## src/rtl/ahb_pkg.sv

```systemverilog
// Shared AHB-Lite encodings (transfer type, size, response) and the byte-lane
// strobe decode used by the register-file bridges.
package ahb_pkg;

   typedef enum logic [1:0] {
      HTRANS_IDLE   = 2'd0,
      HTRANS_BUSY   = 2'd1,
      HTRANS_NONSEQ = 2'd2,
      HTRANS_SEQ    = 2'd3
   } htrans_e;

   localparam logic [2:0] HSIZE_BYTE = 3'd0;
   localparam logic [2:0] HSIZE_HALF = 3'd1;
   localparam logic [2:0] HSIZE_WORD = 3'd2;

   localparam logic HRESP_OKAY  = 1'b0;
   localparam logic HRESP_ERROR = 1'b1;

   // Lane mask for a naturally aligned transfer; sizes above a word select nothing.
   function automatic logic [3:0] byte_strobe(input logic [2:0] size, input logic [1:0] addr_lo);
      logic [3:0] mask;
      case (size)
         HSIZE_BYTE: mask = 4'b0001 << addr_lo;
         HSIZE_HALF: mask = 4'b0011 << addr_lo;
         HSIZE_WORD: mask = 4'b1111;
         default:    mask = 4'b0000;
      endcase
      return mask;
   endfunction

endpackage

```

## src/rtl/ahb_reg_bridge_if.sv

```systemverilog
// AHB-Lite subordinate signal bundle between the interconnect (manager side)
// and ahb_reg_bridge (subordinate side).
interface ahb_reg_bridge_if #(
   parameter int AddrWidth = 12
);
   logic                 hsel;
   logic [AddrWidth-1:0] haddr;
   logic [1:0]           htrans;
   logic                 hwrite;
   logic [2:0]           hsize;
   logic [31:0]          hwdata;
   logic                 hready;
   logic                 hreadyout;
   logic                 hresp;
   logic [31:0]          hrdata;

   modport mgr (
      output hsel, haddr, htrans, hwrite, hsize, hwdata, hready,
      input  hreadyout, hresp, hrdata
   );

   modport sub (
      input  hsel, haddr, htrans, hwrite, hsize, hwdata, hready,
      output hreadyout, hresp, hrdata
   );
endinterface

```

## src/rtl/ahb_reg_bridge.sv

```systemverilog
// AHB-Lite subordinate front end for a word-addressed register file: zero-wait OKAY
// data phase for legal transfers, two-cycle ERROR (one stall) for illegal ones.
module ahb_reg_bridge
   import ahb_pkg::*;
#(
   parameter int  NumWords    = 64,
   parameter int  AddrWidth   = 12,
   localparam int OffsetWidth = $clog2(NumWords)
) (
   input  logic                   clk,
   input  logic                   reset_n,
   ahb_reg_bridge_if.sub          ahb,
   output logic [OffsetWidth-1:0] offset,
   output logic [31:0]            wd,
   output logic [3:0]             we,
   input  logic [31:0]            rd
);

   localparam int IdxWidth = AddrWidth - 2;
   // One extra bit so NumWords == 2**IdxWidth still compares correctly.
   localparam logic [IdxWidth:0] NumWordsExt = NumWords[IdxWidth:0];

   typedef enum logic [2:0] {
      ST_IDLE,
      ST_RD,
      ST_WR,
      ST_ERR1,
      ST_ERR2
   } state_e;

   state_e                 state_q, state_d;
   logic [OffsetWidth-1:0] offset_q, offset_d;
   logic [1:0]             alo_q, alo_d;
   logic [2:0]             size_q, size_d;

   logic [IdxWidth-1:0] word_idx;
   logic                accept;
   logic                size_ok;
   logic                aligned;
   logic                in_range;
   logic                legal;

   always_comb begin
      word_idx = ahb.haddr[AddrWidth-1:2];
      accept   = ahb.hsel && ahb.hready
                 && (htrans_e'(ahb.htrans) inside {HTRANS_NONSEQ, HTRANS_SEQ});
      size_ok  = (ahb.hsize <= HSIZE_WORD);
      if (ahb.hsize == HSIZE_HALF) begin
         aligned = !ahb.haddr[0];
      end else if (ahb.hsize == HSIZE_WORD) begin
         aligned = (ahb.haddr[1:0] == 2'b00);
      end else begin
         aligned = 1'b1;
      end
      in_range = ({1'b0, word_idx} < NumWordsExt);
      legal    = size_ok && aligned && in_range;
   end

   always_comb begin
      state_d       = state_q;
      offset_d      = offset_q;
      alo_d         = alo_q;
      size_d        = size_q;
      ahb.hreadyout = 1'b1;
      ahb.hresp     = HRESP_OKAY;
      ahb.hrdata    = '0;
      we            = '0;

      // ERR1 holds hready low, so no address phase can complete there.
      if (state_q == ST_ERR1) begin
         state_d = ST_ERR2;
      end else if (ahb.hready) begin
         if (accept) begin
            offset_d = word_idx[OffsetWidth-1:0];
            alo_d    = ahb.haddr[1:0];
            size_d   = ahb.hsize;
            if (!legal) begin
               state_d = ST_ERR1;
            end else if (ahb.hwrite) begin
               state_d = ST_WR;
            end else begin
               state_d = ST_RD;
            end
         end else begin
            state_d = ST_IDLE;
         end
      end

      unique case (state_q)
         ST_RD:   ahb.hrdata = rd;
         ST_WR:   we = byte_strobe(size_q, alo_q);
         ST_ERR1: begin
            ahb.hreadyout = 1'b0;
            ahb.hresp     = HRESP_ERROR;
         end
         ST_ERR2: ahb.hresp = HRESP_ERROR;
         default: ;
      endcase
   end

   always_ff @(posedge clk or negedge reset_n) begin
      if (!reset_n) begin
         state_q  <= ST_IDLE;
         offset_q <= '0;
         alo_q    <= '0;
         size_q   <= '0;
      end else begin
         state_q  <= state_d;
         offset_q <= offset_d;
         alo_q    <= alo_d;
         size_q   <= size_d;
      end
   end

   assign offset = offset_q;
   assign wd     = ahb.hwdata;

endmodule

```

## src/flat_wrapper.sv

```systemverilog
// flat-port wrapper written by rule: the top's interface ports become plain ports
module ahb_reg_bridge_flat import ahb_pkg::*;
#(
   parameter int  NumWords    = 64,
   parameter int  AddrWidth   = 12,
   localparam int OffsetWidth = $clog2(NumWords)
)
  (clk, reset_n, offset, wd, we, rd, ahb_hsel, ahb_haddr, ahb_htrans, ahb_hwrite, ahb_hsize, ahb_hwdata, ahb_hready, ahb_hreadyout, ahb_hresp, ahb_hrdata);
  ahb_reg_bridge_if #(.AddrWidth(AddrWidth)) ahb_i ();
  input  logic clk;
  input  logic reset_n;
  output logic [OffsetWidth-1:0] offset;
  output logic [31:0] wd;
  output logic [3:0] we;
  input  logic [31:0] rd;
  input wire logic [$bits(ahb_i.hsel)-1:0] ahb_hsel;
  input wire logic [$bits(ahb_i.haddr)-1:0] ahb_haddr;
  input wire logic [$bits(ahb_i.htrans)-1:0] ahb_htrans;
  input wire logic [$bits(ahb_i.hwrite)-1:0] ahb_hwrite;
  input wire logic [$bits(ahb_i.hsize)-1:0] ahb_hsize;
  input wire logic [$bits(ahb_i.hwdata)-1:0] ahb_hwdata;
  input wire logic [$bits(ahb_i.hready)-1:0] ahb_hready;
  output wire logic [$bits(ahb_i.hreadyout)-1:0] ahb_hreadyout;
  output wire logic [$bits(ahb_i.hresp)-1:0] ahb_hresp;
  output wire logic [$bits(ahb_i.hrdata)-1:0] ahb_hrdata;
  assign ahb_i.hsel = ahb_hsel;
  assign ahb_i.haddr = ahb_haddr;
  assign ahb_i.htrans = ahb_htrans;
  assign ahb_i.hwrite = ahb_hwrite;
  assign ahb_i.hsize = ahb_hsize;
  assign ahb_i.hwdata = ahb_hwdata;
  assign ahb_i.hready = ahb_hready;
  assign ahb_hreadyout = ahb_i.hreadyout;
  assign ahb_hresp = ahb_i.hresp;
  assign ahb_hrdata = ahb_i.hrdata;
  ahb_reg_bridge #(.NumWords(NumWords), .AddrWidth(AddrWidth)) u_core (.clk(clk), .reset_n(reset_n), .ahb(ahb_i), .offset(offset), .wd(wd), .we(we), .rd(rd));
endmodule
```

## config.mk

```make
export PLATFORM = sky130hd
export DESIGN_NAME = ahb_reg_bridge_flat
export DESIGN_NICKNAME = d
export VERILOG_FILES = /design/src/rtl/ahb_pkg.sv /design/src/rtl/ahb_reg_bridge_if.sv /design/src/rtl/ahb_reg_bridge.sv /design/src/flat_wrapper.sv
export SDC_FILE = /design/constraint.sdc
export NUM_CORES = 1
export LEC_CHECK = 0
export ABC_AREA = 1
export CORE_MARGIN = 1
export CORE_UTILIZATION = 28
export DETAILED_ROUTE_END_ITERATION = 7
export GPL_TIMING_DRIVEN = 0
export PLACE_DENSITY = 0.92
export SYNTH_ARGS = -nofsm -noshare
export SYNTH_HDL_FRONTEND = slang
export SYNTH_SLANG_ARGS = --single-unit
export TNS_END_PERCENT = 5
```

## constraint.sdc

```tcl
create_clock -name clk -period 2.61 [get_ports clk]
set_input_delay 0.6525 -clock clk [delete_from_list [all_inputs] [get_ports clk]]
set_output_delay 0.6525 -clock clk [all_outputs]
set_load 0.01 [all_outputs]
```

Yosys cells after proc, flatten, opt, wreduce, memory -nomap -nowiden

Index checks and enable logic that the tools add are counted.

Register bits: 14
Logic and storage cells: 42
Output and inout bits: 76
Bits of input ports: 86

Shifts and indexed selects: 2
Bitwise logic cells: 1
Reductions and logical operators: 11
Muxes and demuxes: 12
Magnitude comparators: 2
Equality and inequality tests: 10

Operators with widths:

| kind                                                                             | number |
|---|---|
| 32-bit 2-to-1 mux                                                                | 1 |
| 3-bit by 2-bit == test with 1-bit output, second input constant                  | 4 |
| 3-bit 2-to-1 mux                                                                 | 4 |
| 4-bit one-hot mux with 3 select lines                                            | 1 |
| 10-bit by 7-bit less-than comparator with 1-bit output, second input constant    | 1 |
| 3-bit by 1-bit == test with 1-bit output, second input constant                  | 3 |
| 2-bit == test, second input constant                                             | 2 |
| 1-bit logical AND                                                                | 4 |
| 1-bit 2-to-1 mux                                                                 | 4 |
| 4-bit 2-to-1 mux                                                                 | 1 |
| 2-bit nonzero test                                                               | 2 |
| 1-bit by 2-bit left shift with 4-bit output, first input constant                | 1 |
| 2-bit by 2-bit left shift with 4-bit output, first input constant                | 1 |
| 3-bit == test, second input constant                                             | 1 |
| 3-bit by 2-bit less-or-equal comparator with 1-bit output, second input constant | 1 |
| 3-bit zero test                                                                  | 1 |
| 3-bit AND reduction                                                              | 1 |
| 2-bit zero test                                                                  | 1 |
| 2-bit 2-to-1 mux                                                                 | 1 |
| 2-bit OR reduction                                                               | 1 |
| 1-bit zero test                                                                  | 1 |
| 1-bit NOT                                                                        | 1 |

Longest topological paths before layout

Word-level depth: 9
Gate-level depth with buffers: 6
Depth with buffers taken out: 6

Least setup slack after synthesis

No wires, ideal clock.

Path kind: register to output
From: reg u_core.state_q[2]
To: out ahb_hrdata[10]
Data required time: 1.957 ns
Buffers on the path: 1
Arrival: 0.980 ns
Slack: 0.977 ns
Cell stages (with the launch flop): 5
Cell sequence: dfrtp_1 > inv_1 > nand3_1 > buf_4 > nor2_1

Longest elaborated chain between the ends: 2

Ends and longest elaborated chain:

| what                                     | RTL line              | text |
|---|---|---|
| start, declared                          | ahb_reg_bridge.sv:31  | `state_e state_q, state_d;` |
| start signal, assigned                   | ahb_reg_bridge.sv:108 | `state_q <= state_d;` |
| 3-bit by 1-bit == test with 1-bit output | ahb_reg_bridge.sv:89  | `unique case (state_q)` |
| 32-bit 2-to-1 mux                        | ahb_reg_bridge.sv:89  |  |
| end, declared                            | flat_wrapper.sv:25    | `output wire logic [$bits(ahb_i.hrdata)-1:0] ahb_hrdata;` |

No other way between the ends.

Worst setup path after layout

From: in rd[10]
To: out ahb_hrdata[10]

Longest elaborated chain between the ends: 1

Ends and longest elaborated chain:

| what              | RTL line             | text |
|---|---|---|
| start, declared   | flat_wrapper.sv:15   | `input logic [31:0] rd;` |
| 32-bit 2-to-1 mux | ahb_reg_bridge.sv:89 |  |

No other way between the ends.

==> PnR_summary.wiki <==
{| class="wikitable"
! Metric !! Value
|-
| Worst path buffer plus inverter count || 3
|-
| Quantity of hold-fixing buffers added after cts || 0
|-
| Period utilization || 94.9%
|-
| DR vias || 1525
|-
| Initial Utilization || 30.3%
|-
| First-pass GRT wire length || 5.90 mm
|-
| Horizontal die dimension || 68.9 um
|-
| Per-instance average area after synthesis || 6.43 um^2
|-
| Metal2 WL || 2.37 mm
|-
| Crit path cell chain || clkdlybuf4s50_1 > inv_1 > nor2_1 > clkdlybuf4s50_1
|-
| Number of fill cells || 377
|-
| Number of cells traversed by the worst register-to-register path || 6
|-
| Worst path slowest cell || sky130_fd_sc_hd__clkdlybuf4s50_1
|-
| Average detailed-routed wire length per instance || 11.6 um
|-
| Number of design rule violations left after detail routing || 0
|-
| Commonest non-fill, non-tap cells in the layout || sky130_fd_sc_hd__clkdlybuf4s50_1 (128), sky130_fd_sc_hd__inv_1 (45), sky130_fd_sc_hd__nand2_1 (38)
|-
| Clock Skew || 0.00251 ns
|-
| Total of flip-flops plus latches after synthesis || 14
|-
| Die Footprint || 4750 um^2
|-
| Final count of hold timing violations || 0
|-
| Clock slew at the register clock pins of the worst setup and hold paths || 0.05 ns
|-
| Critical-path maximum fanout || 1
|-
| Class of the worst hold path || reg -> reg
|-
| Pin count of the biggest net entering global routing || 15
|-
| Max Freq || 0.404 GHz
|-
| H-tree lvl count || 1
|-
| Most common cell after layout, fill and taps aside || sky130_fd_sc_hd__clkdlybuf4s50_1
|-
| Number of rows created at floorplan || 23
|-
| Die outline height || 68.9 um
|-
| Routability cong. || 0.744
|-
| Number of max-capacitance violations reported || 0
|-
| Met1 Routed Length || 1.53 mm
|-
| Total congestion overflow after global routing || 0
|-
| Launch point of the critical path || rd[10]
|-
| Final critical-path required period || 2.48 ns
|-
| Cell type group with the largest total delay on the critical path || buffers and inverters
|-
| Dominant cell type by count on the critical path || sky130_fd_sc_hd__clkdlybuf4s50_1
|-
| Number of optimization iterations in the first detailed-route pass || 4
|-
| Post-synthesis net count || 281
|-
| Power density of the placed cells || 336 nW/um^2
|-
| Core region area || 4140 um^2
|-
| DP Area || 2600 um^2
|-
| Total standard cell area after synthesis || 1250 um^2
|-
| Buffer type at the clock tree root || sky130_fd_sc_hd__clkbuf_8
|-
| Slew at the pin closest to its max-slew limit || 0.635 ns
|-
| Peak VDD IR || 0.412 mV
|-
| Count of buffers inserted at the top-level ports || 128
|-
| Part of the Yosys area used for sequential elements || 27.9%
|-
| Final setup vio count || 0
|-
| Capturing point of the worst reg2reg path || u_core.size_q[2]
|-
| Antenna diode instance count || 0
|-
| Distinct cell type count of the synthesized netlist || 17
|-
| Ratio of cells with drive above 1 in the final layout || 14.7%
|-
| Worst-Skew Late Latency || 0.24 ns
|-
| Slowest Stage Delay on Critical Path || 0.54 ns
|-
| Flop2flop setup slack || 1.47 ns
|-
| Reg2Reg Launch Point || u_core.state_q[2]
|-
| Clock tree from TritonCTS || built
|-
| CTS Buf Count || 3
|-
| Type of the worst setup path || in -> out
|-
| CP Data Required Time || 1.96 ns
|-
| IO Pins || 162
|-
| Total stage count of the critical path || 4
|-
| Placed wire-length estimate after detailed placement || 3.83 mm
|-
| Via count of the first global-routing pass || 1392
|-
| Total setup buffers inserted after CTS || 0
|-
| Setup repair after global routing missed its margin || no
|-
| Highest routing layer actually used || met4
|-
| Sinks on Clock Net || 14
|-
| Antenna violations before repair || 0
|-
| Capturing instance or port of the critical path || ahb_hrdata[10]
|-
| Final-stage net count || 414
|-
| Final-report max-slew violation count || 0
|-
| Cell count of the worst hold path || 2
|-
| Global-route usage over all layers || 16.7%
|-
| Final ANT Viol Nets || 0
|-
| Iteration-0 DRC Markers || 12
|-
| Leakage Power || 1.31 nW
|-
| Kind of end point of the critical path || primary output
|-
| Number of buffers between clock root and the deepest sink || 2
|-
| Number of warnings issued by yosys || 0
|-
| Layout Cell Area excl Fill || 2640 um^2
|-
| Post-synthesis to final-layout area growth || 111%
|-
| Max-Slew Margin vs Limit || 57.6%
|-
| Met3 routed wirelength || 439 um
|-
| Run status || complete, no violations
|-
| Launching element type of the critical path || input pin
|-
| Sum of negative setup slack || 0 ns
|-
| WL final || 4.37 mm
|-
| Cells after synthesis || 195
|-
| Via/cell ratio || 4.06
|-
| Crit path DAT || 1.82 ns
|}
[metal layers]
| metal | global-route usage [%] | vias to the layer above |
|---|---|---|
| met3 | 4.44 | 4 |
| met4 | 4.85 | 0 |
| li1 | - | 795 |
| met1 | 18.0 | 650 |
| met5 | 0 | - |
| met2 | 31.3 | 76 |
[where the power goes]
| part | switching (mW) | internal [mW] | total (mW) |
|---|---|---|---|
| sequential | 0.0281 | 0.251 | 0.279 |
| combinational | 0.169 | 0.269 | 0.439 |
| clock | 0.0693 | 0.102 | 0.171 |
[worst min-delay path: stages (launching register included)]
cell                      delay (ns)
sky130_fd_sc_hd__dfrtp_1        0.34
sky130_fd_sc_hd__nand2_1        0.05
sky130_fd_sc_hd__nand2_1        0.05
[through the flow]
| stage | hold slack, ns | setup slack, ns | total power [mW] | cells | util (%) |
|---|---|---|---|---|---|
| 6_report | 0.483 | 0.133 | 0.888 | 376 | 63.8 |
| 5_1_grt | 0.525 | 0.0280 | 0.953 | 376 | 63.8 |
| 4_1_cts | 0.487 | 0.0585 | 0.898 | 376 | 63.7 |
| 3_5_place_dp | 0.469 | 0.141 | 0.721 | 373 | 62.7 |
| 3_3_place_gp | 0.466 | 0.122 | 0.709 | 373 | 62.7 |
| 2_1_floorplan | 0.357 | 0.977 | 0.465 | 195 | - |
[flip-flops by register name (all words and copies together), names as in the netlist]
| signal | count |
|---|---|
| u_core.size_q | 3 |
| u_core.offset | 6 |
| u_core.state_q | 3 |
| u_core.alo_q | 2 |
[synth_stat cells (all sizes together)]
cell type / number / area share [%]
nor2: 35 / 11
inv: 46 / 14
o21a: 1 / 0.60
nand4: 1 / 1.7
buf: 36 / 22
o21ai: 5 / 2.9
nand3: 13 / 6.2
dfrtp: 14 / 28
nand3b: 1 / 0.60
a21oi: 4 / 1.6
nand2: 38 / 11
or2: 1 / 0.50
[cells by family (layout without fill, tap and decap cells)]
logic type / after synthesis / count (layout) / synth area share (%)
buffers and inverters: 82 / 213 / 35.9
AO/OA/AOI/OAI: 10 / 10 / 5.09
AND/OR/NAND/NOR: 89 / 89 / 31.0
flip-flops: 14 / 14 / 27.9
[repair_timing]
action	4_1_cts	5_1_grt
resized for setup	0	1
setup endpoints to repair	0	17
hold endpoints to repair	0	0
[cell type report]
| type | count | area, um^2 | share of cell area (%) |
|---|---|---|---|
| Multi-Input combinational cell | 99 | 458 | 17.3 |
| Tap cell | 50 | 62.6 | 2.37 |
| Buffer | 36 | 278 | 10.5 |
| Clock buffer | 3 | 41.3 | 1.56 |
| Sequential cell | 14 | 350 | 13.3 |
| Timing Repair Buffer | 128 | 1280 | 48.5 |
| Inverter | 46 | 173 | 6.53 |
[worst min-delay path by stage]
stage                     slack (ns)          endpoint        startpoint
after global routing            0.52  u_core.offset[3]  u_core.offset[3]
final                           0.48  u_core.offset[5]  u_core.offset[5]
after CTS                       0.49  u_core.offset[5]  u_core.offset[5]
after detailed placement        0.47  u_core.offset[0]  u_core.offset[0]
after floorplan                 0.36   u_core.alo_q[0]           reset_n
after global placement          0.47  u_core.offset[3]  u_core.offset[3]
(Power assumes the default switching activity.)
